===== config.mk =====
export PLATFORM = sky130hd
export DESIGN_NAME = traffic_light_monitor
export DESIGN_NICKNAME = d
export VERILOG_FILES = /design/src/rtl/traffic_light_monitor.sv
export SDC_FILE = /design/constraint.sdc
export NUM_CORES = 1
export LEC_CHECK = 0
export BUFFER_PORTS_ARGS = -buffer_cell sky130_fd_sc_hd__buf_2
export CORE_MARGIN = 5
export CORE_UTILIZATION = 60
export CTS_BUF_LIST = sky130_fd_sc_hd__clkbuf_16
export DETAILED_ROUTE_END_ITERATION = 12
export HOLD_SLACK_MARGIN = 0.15
export PLACE_DENSITY = 0.92
export SYNTH_ARGS = -nofsm -noshare
export SYNTH_HDL_FRONTEND = slang
export SYNTH_SLANG_ARGS = --single-unit

===== constraint.sdc =====
create_clock -name clk -period 6.5 [get_ports clk]
set_clock_uncertainty 0.05 [all_clocks]
set_input_delay 0.65 -clock clk [delete_from_list [all_inputs] [get_ports clk]]
set_output_delay 0.65 -clock clk [all_outputs]
set_load 0.005 [all_outputs]

===== src/rtl/traffic_light_monitor.sv =====
// Passive safety checker for the intersection light controller outputs.
// Latches a sticky fault with a cause code and counts completed signal cycles.
module traffic_light_monitor #(
   parameter int MIN_GREEN  = 11,
   parameter int MAX_GREEN  = 11,
   parameter int MIN_YELLOW = 4,
   parameter int MAX_YELLOW = 4,
   parameter int DW         = 5
) (
   input  logic        clk,
   input  logic        rst,
   input  logic [1:0]  ns,
   input  logic [1:0]  ew,
   input  logic        clr,
   output logic        fault,
   output logic [2:0]  fault_code,
   output logic [15:0] cycles,
   output logic        synced
);

   localparam logic [1:0] GREEN  = 2'b00;
   localparam logic [1:0] YELLOW = 2'b01;
   localparam logic [1:0] RED    = 2'b10;
   localparam logic [1:0] BAD    = 2'b11;

   localparam logic [DW-1:0] MIN_G    = DW'(MIN_GREEN);
   localparam logic [DW-1:0] MAX_G    = DW'(MAX_GREEN);
   localparam logic [DW-1:0] MIN_Y    = DW'(MIN_YELLOW);
   localparam logic [DW-1:0] MAX_Y    = DW'(MAX_YELLOW);
   localparam logic [DW-1:0] DW_ONE   = DW'(1);
   localparam logic [DW-1:0] DW_SAT   = {DW{1'b1}};

   typedef enum logic [1:0] {S_CAPT, S_SYNC, S_RUN, S_FAULT} state_t;

   state_t        state;
   logic [1:0]    prev_ns;
   logic [1:0]    prev_ew;
   logic [DW-1:0] dwell;

   logic          changed;
   logic [1:0]    prev_phase;
   logic          conflict;
   logic          invalid;
   logic          bad_seq;
   logic          green_short;
   logic          green_long;
   logic          yellow_short;
   logic          yellow_long;
   logic [2:0]    sync_code;
   logic [2:0]    run_code;
   logic [DW-1:0] dwell_next;
   logic          cycle_done;

   // Only hold, G->Y, Y->R and R->G are legal per direction.
   function automatic logic step_ok(input logic [1:0] p, input logic [1:0] c);
      return (p == c) || (p == GREEN && c == YELLOW) ||
             (p == YELLOW && c == RED) || (p == RED && c == GREEN);
   endfunction

   // Phase of the previous sample: the non-red direction, or RED when all-red.
   always_comb begin
      changed      = (ns != prev_ns) || (ew != prev_ew);
      prev_phase   = (prev_ns != RED) ? prev_ns : prev_ew;
      conflict     = (ns != RED) && (ew != RED);
      invalid      = (ns == BAD) || (ew == BAD);
      bad_seq      = !step_ok(prev_ns, ns) || !step_ok(prev_ew, ew);
      green_short  = changed && (prev_phase == GREEN) && (dwell < MIN_G);
      green_long   = !changed && (prev_phase == GREEN) && (dwell >= MAX_G);
      yellow_short = changed && (prev_phase == YELLOW) && (dwell < MIN_Y);
      yellow_long  = !changed && (prev_phase == YELLOW) && (dwell >= MAX_Y);
      cycle_done   = (prev_ew == YELLOW) && (ew == RED);

      sync_code = 3'd0;
      if (conflict)     sync_code = 3'd1;
      else if (invalid) sync_code = 3'd2;

      run_code = 3'd0;
      if (conflict)          run_code = 3'd1;
      else if (invalid)      run_code = 3'd2;
      else if (bad_seq)      run_code = 3'd3;
      else if (green_short)  run_code = 3'd4;
      else if (green_long)   run_code = 3'd5;
      else if (yellow_short) run_code = 3'd6;
      else if (yellow_long)  run_code = 3'd7;

      if (changed)               dwell_next = DW_ONE;
      else if (dwell == DW_SAT)  dwell_next = dwell;
      else                       dwell_next = dwell + DW_ONE;
   end

   // clr takes priority over any violation seen on the same edge.
   always_ff @(posedge clk or posedge rst) begin
      if (rst) begin
         state      <= S_CAPT;
         prev_ns    <= RED;
         prev_ew    <= RED;
         dwell      <= '0;
         fault      <= 1'b0;
         fault_code <= 3'd0;
         cycles     <= 16'd0;
         synced     <= 1'b0;
      end else if (clr) begin
         state      <= S_SYNC;
         prev_ns    <= ns;
         prev_ew    <= ew;
         dwell      <= '0;
         fault      <= 1'b0;
         fault_code <= 3'd0;
         cycles     <= 16'd0;
         synced     <= 1'b0;
      end else begin
         case (state)
            S_CAPT: begin
               prev_ns <= ns;
               prev_ew <= ew;
               state   <= S_SYNC;
            end
            S_SYNC: begin
               prev_ns <= ns;
               prev_ew <= ew;
               dwell   <= dwell_next;
               if (sync_code != 3'd0) begin
                  state      <= S_FAULT;
                  fault      <= 1'b1;
                  fault_code <= sync_code;
                  synced     <= 1'b0;
               end else if (changed) begin
                  state  <= S_RUN;
                  synced <= 1'b1;
               end
            end
            S_RUN: begin
               prev_ns <= ns;
               prev_ew <= ew;
               dwell   <= dwell_next;
               if (run_code != 3'd0) begin
                  state      <= S_FAULT;
                  fault      <= 1'b1;
                  fault_code <= run_code;
                  synced     <= 1'b0;
               end else if (cycle_done) begin
                  cycles <= cycles + 16'd1;
               end
            end
            S_FAULT: begin
               state <= S_FAULT;
            end
            default: begin
               state <= S_CAPT;
            end
         endcase
      end
   end

endmodule

Word-level counts from Yosys, hierarchy flattened
Cells that the tools add are included.
Word-level totals
  bits in registers: 32
  word-level logic and storage cells: 128
Cells by class
  add/sub/neg operators: 2
  order comparisons: 4
  equal/unequal tests: 27
  muxes and demuxes: 40
  reduce and logical (&&, ||, !) cells: 47
Operator list (count)
  two-way mux 16 bit: 4
  two-way mux 3 bit: 10
  two-way mux 2 bit: 11
  two-way mux 5 bit: 4
  adder 16 x 1 -> 16 bit, second input constant: 1
  == test 2 bit, second input constant: 8
  logical AND 1 bit: 15
  == test 2 x 1 -> 1 bit, second input constant: 6
  zero test 2 bit: 6
  logical OR 1 bit: 9
  != test 3 bit, second input constant: 3
  AND reduction 3 bit: 3
  nonzero test 3 bit: 3
  != test 2 bit, second input constant: 4
  one-hot mux 2 bit (4 select lines): 1
  nonzero test 2 bit: 4
  two-way mux 1 bit: 7
  one-hot mux 3 bit (2 select lines): 1
  adder 5 x 1 -> 5 bit, second input constant: 1
  == test 5 bit, second input constant: 1
  greater-or-equal comparator 5 x 3 -> 1 bit, second input constant: 1
  greater-or-equal comparator 5 x 4 -> 1 bit, second input constant: 1
  less-than comparator 5 x 3 -> 1 bit, second input constant: 1
  less-than comparator 5 x 4 -> 1 bit, second input constant: 1
  8 further kinds: 14

Longest topological paths before layout
  depth after elaboration: 16
  mapped depth: 9
  depth with buffers taken out: 8

Worst setup path before layout
Ideal clock, no wire load.
  kind: input -> register
  from: input port ew[1]
  to: register cycles[15]
  library setup time: 0.128 ns
  arrival: 2.301 ns
  required time: 6.322 ns
  setup slack: 4.022 ns
  cell stages on the path: 8
  path through: buf_2 > mux2_4 > o22ai_1 > and2_2 > nand4_2 > buf_6 > nor4_1 > mux2_1
On the way
  longest elaborated chain between the ends: 15
  elaborated cells between the ends (all ways): 38
  those cells by class: eq/ne: 7; mux: 7; reduce/logical: 24
RTL lines
  from (decl): RTL line 13  | input logic [1:0] ew,
  != test 2 bit: RTL line 62  | changed = (ns != prev_ns) || (ew != prev_ew);
  logical OR 1 bit: RTL line 62
  zero test 1 bit: RTL line 68, 70
  logical AND 1 bit (2 in series): RTL line 70  | yellow_long = !changed && (prev_phase == YELLOW) && (dwell >= MAX_Y);
  two-way mux 3 bit: RTL line 84  | else if (yellow_long) run_code = 3'd7;
  two-way mux 3 bit: RTL line 83  | else if (yellow_short) run_code = 3'd6;
  two-way mux 3 bit: RTL line 82  | else if (green_long) run_code = 3'd5;
  two-way mux 3 bit: RTL line 81  | else if (green_short) run_code = 3'd4;
  two-way mux 3 bit: RTL line 80  | else if (bad_seq) run_code = 3'd3;
  two-way mux 3 bit: RTL line 79  | else if (invalid) run_code = 3'd2;
  two-way mux 3 bit: RTL line 78  | if (conflict) run_code = 3'd1;
  nonzero test 3 bit: RTL line 136  | if (run_code != 3'd0) begin
  != test 2 bit (no source line)
  AND reduction 3 bit (no source line) *
  to (signal assigned): RTL line 142  | cycles <= cycles + 16'd1;
  to (decl): RTL line 17  | output logic [15:0] cycles,
Mark *: on every way between the ends. The rest lies on a longest branch, timed or not.
A chain may end at the register's enable or synchronous reset.

Final worst setup path
  from: register state[0]
  to: register cycles[14]
On the way
  longest elaborated chain between the ends: 3
RTL lines
  from (decl): RTL line 35  | state_t state;
  from (signal assigned): RTL line 94  | state <= S_CAPT;
  from (signal assigned): RTL line 103  | state <= S_SYNC;
  from (signal assigned): RTL line 116  | state <= S_SYNC;
  == test 2 bit: RTL line 112  | case (state)
  nonzero test 2 bit (no source line)
  AND reduction 3 bit (no source line)
No other way between the ends.

==> summary.md <==
| Metric | Value |
|---|---|
| Final Hold Viols | `0` |
| Top-level port count | `28` |
| Drt pass-1 iters | `5` |
| Antenna violations before repair | `0` |
| Slew Limit Headroom | `between 60% and 70%` |
| Seq/Total Area, Yosys | `35.29%` |
| Clock transition time at the flip-flop clock pins of the worst setup and hold paths | `0.05 ns` |
| Post-detailed-route DRC marker count | `0` |
| Met2 wire len | `about 2.6 mm` |
| Wirelength per Cell | `17.15 µm` |
| Worst hold slack | `about 0.40 ns` |
| Cell count after synthesis | `247` |
| Post-synth EDFFs | `0` |
| Initial DRC count | `about 260` |
| Final setup viols | `0` |
| Std cell rows | `22` |
| WP data required | `between 6 and 7 ns` |
| Total grt overflow | `0` |
| Reg2Reg Setup Slack | `3.48 ns` |
| ANT cells | `0` |
| Yosys Warn Count | `0` |
| Startpoint of the worst register-to-register path | `state[0]` |
| Met3 routed wirelength | `407 µm` |
| Hold Crit Class | `input port to asynchronous set/reset pin` |
| GPL Wtd Cong | `between 0.8 and 0.9` |
| Peak VDD IR | `approximately 150 µV` |
| Die Span Y | `71.59 µm` |
| Unrepaired setup endpoints after global routing | `false` |
| CP Launch Point | `state[0]` |
| CTS max path bufs | `2` |
| CTS H-tree depth | `2` |
| Routed wire length | `5.435 mm` |
| Pin count of the biggest net entering global routing | `33` |
| Fin util | `69.41%` |
| DR vias | `about 2100` |
| Post-Syn Area | `about 2300 µm²` |
| Clock buffers created by TritonCTS | `5` |
| Worst setup endpoint | `cycles[14]` |
| Crit end category | `flop` |
| Die ar. | `a little over 5000 µm²` |
| Final period util | `a little under half` |
| Fraction of layout cells with a size suffix above 1 | `21.93%` |
| Number of global-route vias before repair | `1880` |
| Fin Setup TNS | `0 ns` |
| Final Max Slew Viols | `0` |
| Starting density of the core | `about 62%` |
| Layout fillers | `between 200 and 300` |
| Pleak | `roughly 1.2 nW` |
| Nets | `approximately 280` |
| Die X | `71.59 µm` |
| Power Density | `214.1 nW/µm²` |
| Clk root buf | `clkbuf_16` |
| DP Wirelength | `about 3.7 mm` |
| CTS tree | `yes` |
| Clock Latency Late Sink | `roughly 0.28 ns` |
| CORE AREA | `between 3000 and 4000 µm²` |
| Finished Layout Cells | `roughly 320` |
| Pwr Total | `544.1 µW` |
| Status | `completed` |
| Vias per cell | `6.565` |
| Port Buffers | `27` |
| FMAX | `~330 MHz` |
| Post-CTS Setup Bufs | `0` |
| Hold buffers post-CTS | `0` |
| Top Metal Used | `met4` |
| Placed insts | `309` |
| MaxCap Viol Count | `0` |
| Layout area overhead | `11.65%` |
| Startpoint types | `flop` |
| First-pass GRT wire length | `between 8 and 9 mm` |
| Post-synthesis average cell area | `between 9 and 10 µm²` |
| Ys async rst share | `100.0%` |
| Main flop type after synthesis | `dfrtp_1` |
| Reg-to-Reg End | `cycles[14]` |
| Gates resized, CTS repair | `0` |
| ANT nets after route | `0` |
| Min cycle time layout | `around 3 ns` |
| WS Path Type | `flop to flop` |
| Gr usage total | `about 22%` |
| M1 WL | `~2.4 mm` |
| Worst-Margin Slew | `0.5529 ns` |
| # clock sinks | `32` |
| Count of different cell masters after synthesis | `57` |
| Worst EP arrival | `roughly 3.2 ns` |
| Net Count, Synth | `between 200 and 300` |
| Seq cells post-synth | `32` |
| Cell count of the worst reg-to-reg path | `8` |
| CP max FO | `21` |
==> area by class of cell <==
type,instances,area (µm²),share of cell area (%)
Multi-Input combinational cell,189,1350,53.13
Sequential cell,32,803.3,31.61
Timing Repair Buffer,28,142.6,5.613
Clock buffer,5,125.1,4.924
Tap cell,48,60.06,2.363
Inverter,12,45.04,1.773
Clock inverter,3,15.01,0.5908
==> power by group <==
group	switching [mW]	internal, mW	total [mW]
Sequential	0.0123	0.209	0.222
Combinational	0.0607	0.0394	0.100
Clock	0.0834	0.139	0.222
Total	0.156	0.388	0.544
==> worst min path at each step <==
stage               cells past startpoint       endpoint          start  slack, ns
floorplan                               1  fault_code[1]  fault_code[1]       0.43
global placement                        1  fault_code[1]  fault_code[1]       0.41
detailed placement                      1  fault_code[1]  fault_code[1]       0.43
CTS                                     3      cycles[5]            rst       0.41
global route                            3      cycles[9]            rst       0.44
finish                                  3  fault_code[2]            rst       0.40
==> flip-flops by register name, indices dropped and copies added (netlist names) <==
register,count
prev_ew,2
state,2
cycles,16
dwell,5
prev_ns,2
fault_code,3
synced,1
fault,1
==> critical path, cell delays in order, from the launching register on <==
cell	delay, ns
dfrtp_1	0.41
inv_1	0.13
ha_1	0.41
inv_1	0.20
or4_4	0.65
nor3_2	0.24
nand3_2	0.19
or4_1	0.51
a21oi_1	0.15
==> placed cells by master, fill, tap and decap left out, types with 2 or more instances in the layout <==
master / count
mux2i_1: 2
nor4_1: 3
xnor2_2: 3
o31ai_1: 9
clkbuf_16: 5
mux2_2: 4
a211o_1: 3
or4_1: 9
inv_1: 13
ha_1: 9
dfstp_2: 2
or2_2: 3
xnor2_1: 2
and4_1: 3
and3_1: 6
mux2_4: 2
nand3_1: 7
dfrtp_1: 30
o21a_1: 2
nor2b_1: 5
o22ai_1: 2
nand2_1: 16
o21bai_1: 2
a22oi_1: 2
a211oi_1: 4
o41ai_1: 2
or3_1: 4
buf_2: 27
nor3_1: 2
o311ai_0: 2
nor2_1: 17
nand2b_1: 2
a21oi_1: 22
a31oi_1: 3
a32o_1: 2
and4b_1: 2
mux2_1: 4
o21ai_0: 12
==> Yosys cell counts, types with 3 or more instances <==
master	instances	area (µm²)
dfrtp_1	30	750.7
a21oi_1	22	110.1
nor2_1	17	63.81
nand2_1	16	60.06
inv_1	12	45.04
o21ai_0	12	60.06
ha_1	9	112.6
o31ai_1	9	67.56
or4_1	9	67.56
nand3_1	7	35.03
and3_1	6	37.54
clkbuf_1	6	22.52
buf_2	5	25.02
nor2b_1	5	31.28
a211oi_1	4	30.03
mux2_1	4	45.04
mux2_2	4	45.04
or3_1	4	25.02
a211o_1	3	26.28
a31oi_1	3	18.77
and4_1	3	26.28
nor4_1	3	18.77
or2_2	3	18.77
xnor2_2	3	48.80
==> per-stage QoR <==
stage | instance area [µm²] | worst slack (ns)
detailed placement | 2401 | 3.498
global placement | 2401 | 3.636
CTS | 2541 | 3.538
global route | 2541 | 3.369
finish | 2541 | 3.481
floorplan | 2276 | 4.022
==> routing by layer <==
| metal | up-vias | GRT usage, % |
|---|---|---|
| li1 | 969 | - |
| met1 | 983 | 28.92 |
| met2 | 116 | 33.57 |
| met3 | 13 | 4.208 |
| met4 | 0 | 10.86 |
| met5 | - | 0 |
==> logic make-up (layout without fill, tap and decap cells) <==
logic type / after synthesis / after routing / share of synthesized area [%]
AO/OA/AOI/OAI: 73 / 73 / 21.39
XOR/XNOR: 6 / 6 / 3.299
adder cells (fa/ha/maj): 9 / 9 / 4.948
buffers and inverters: 26 / 48 / 5.387
flip-flops: 32 / 32 / 35.29
multiplexers: 12 / 12 / 6.157
AND/OR/NAND/NOR: 89 / 89 / 23.53
No activity file was read; power rests on OpenSTA's default activity.
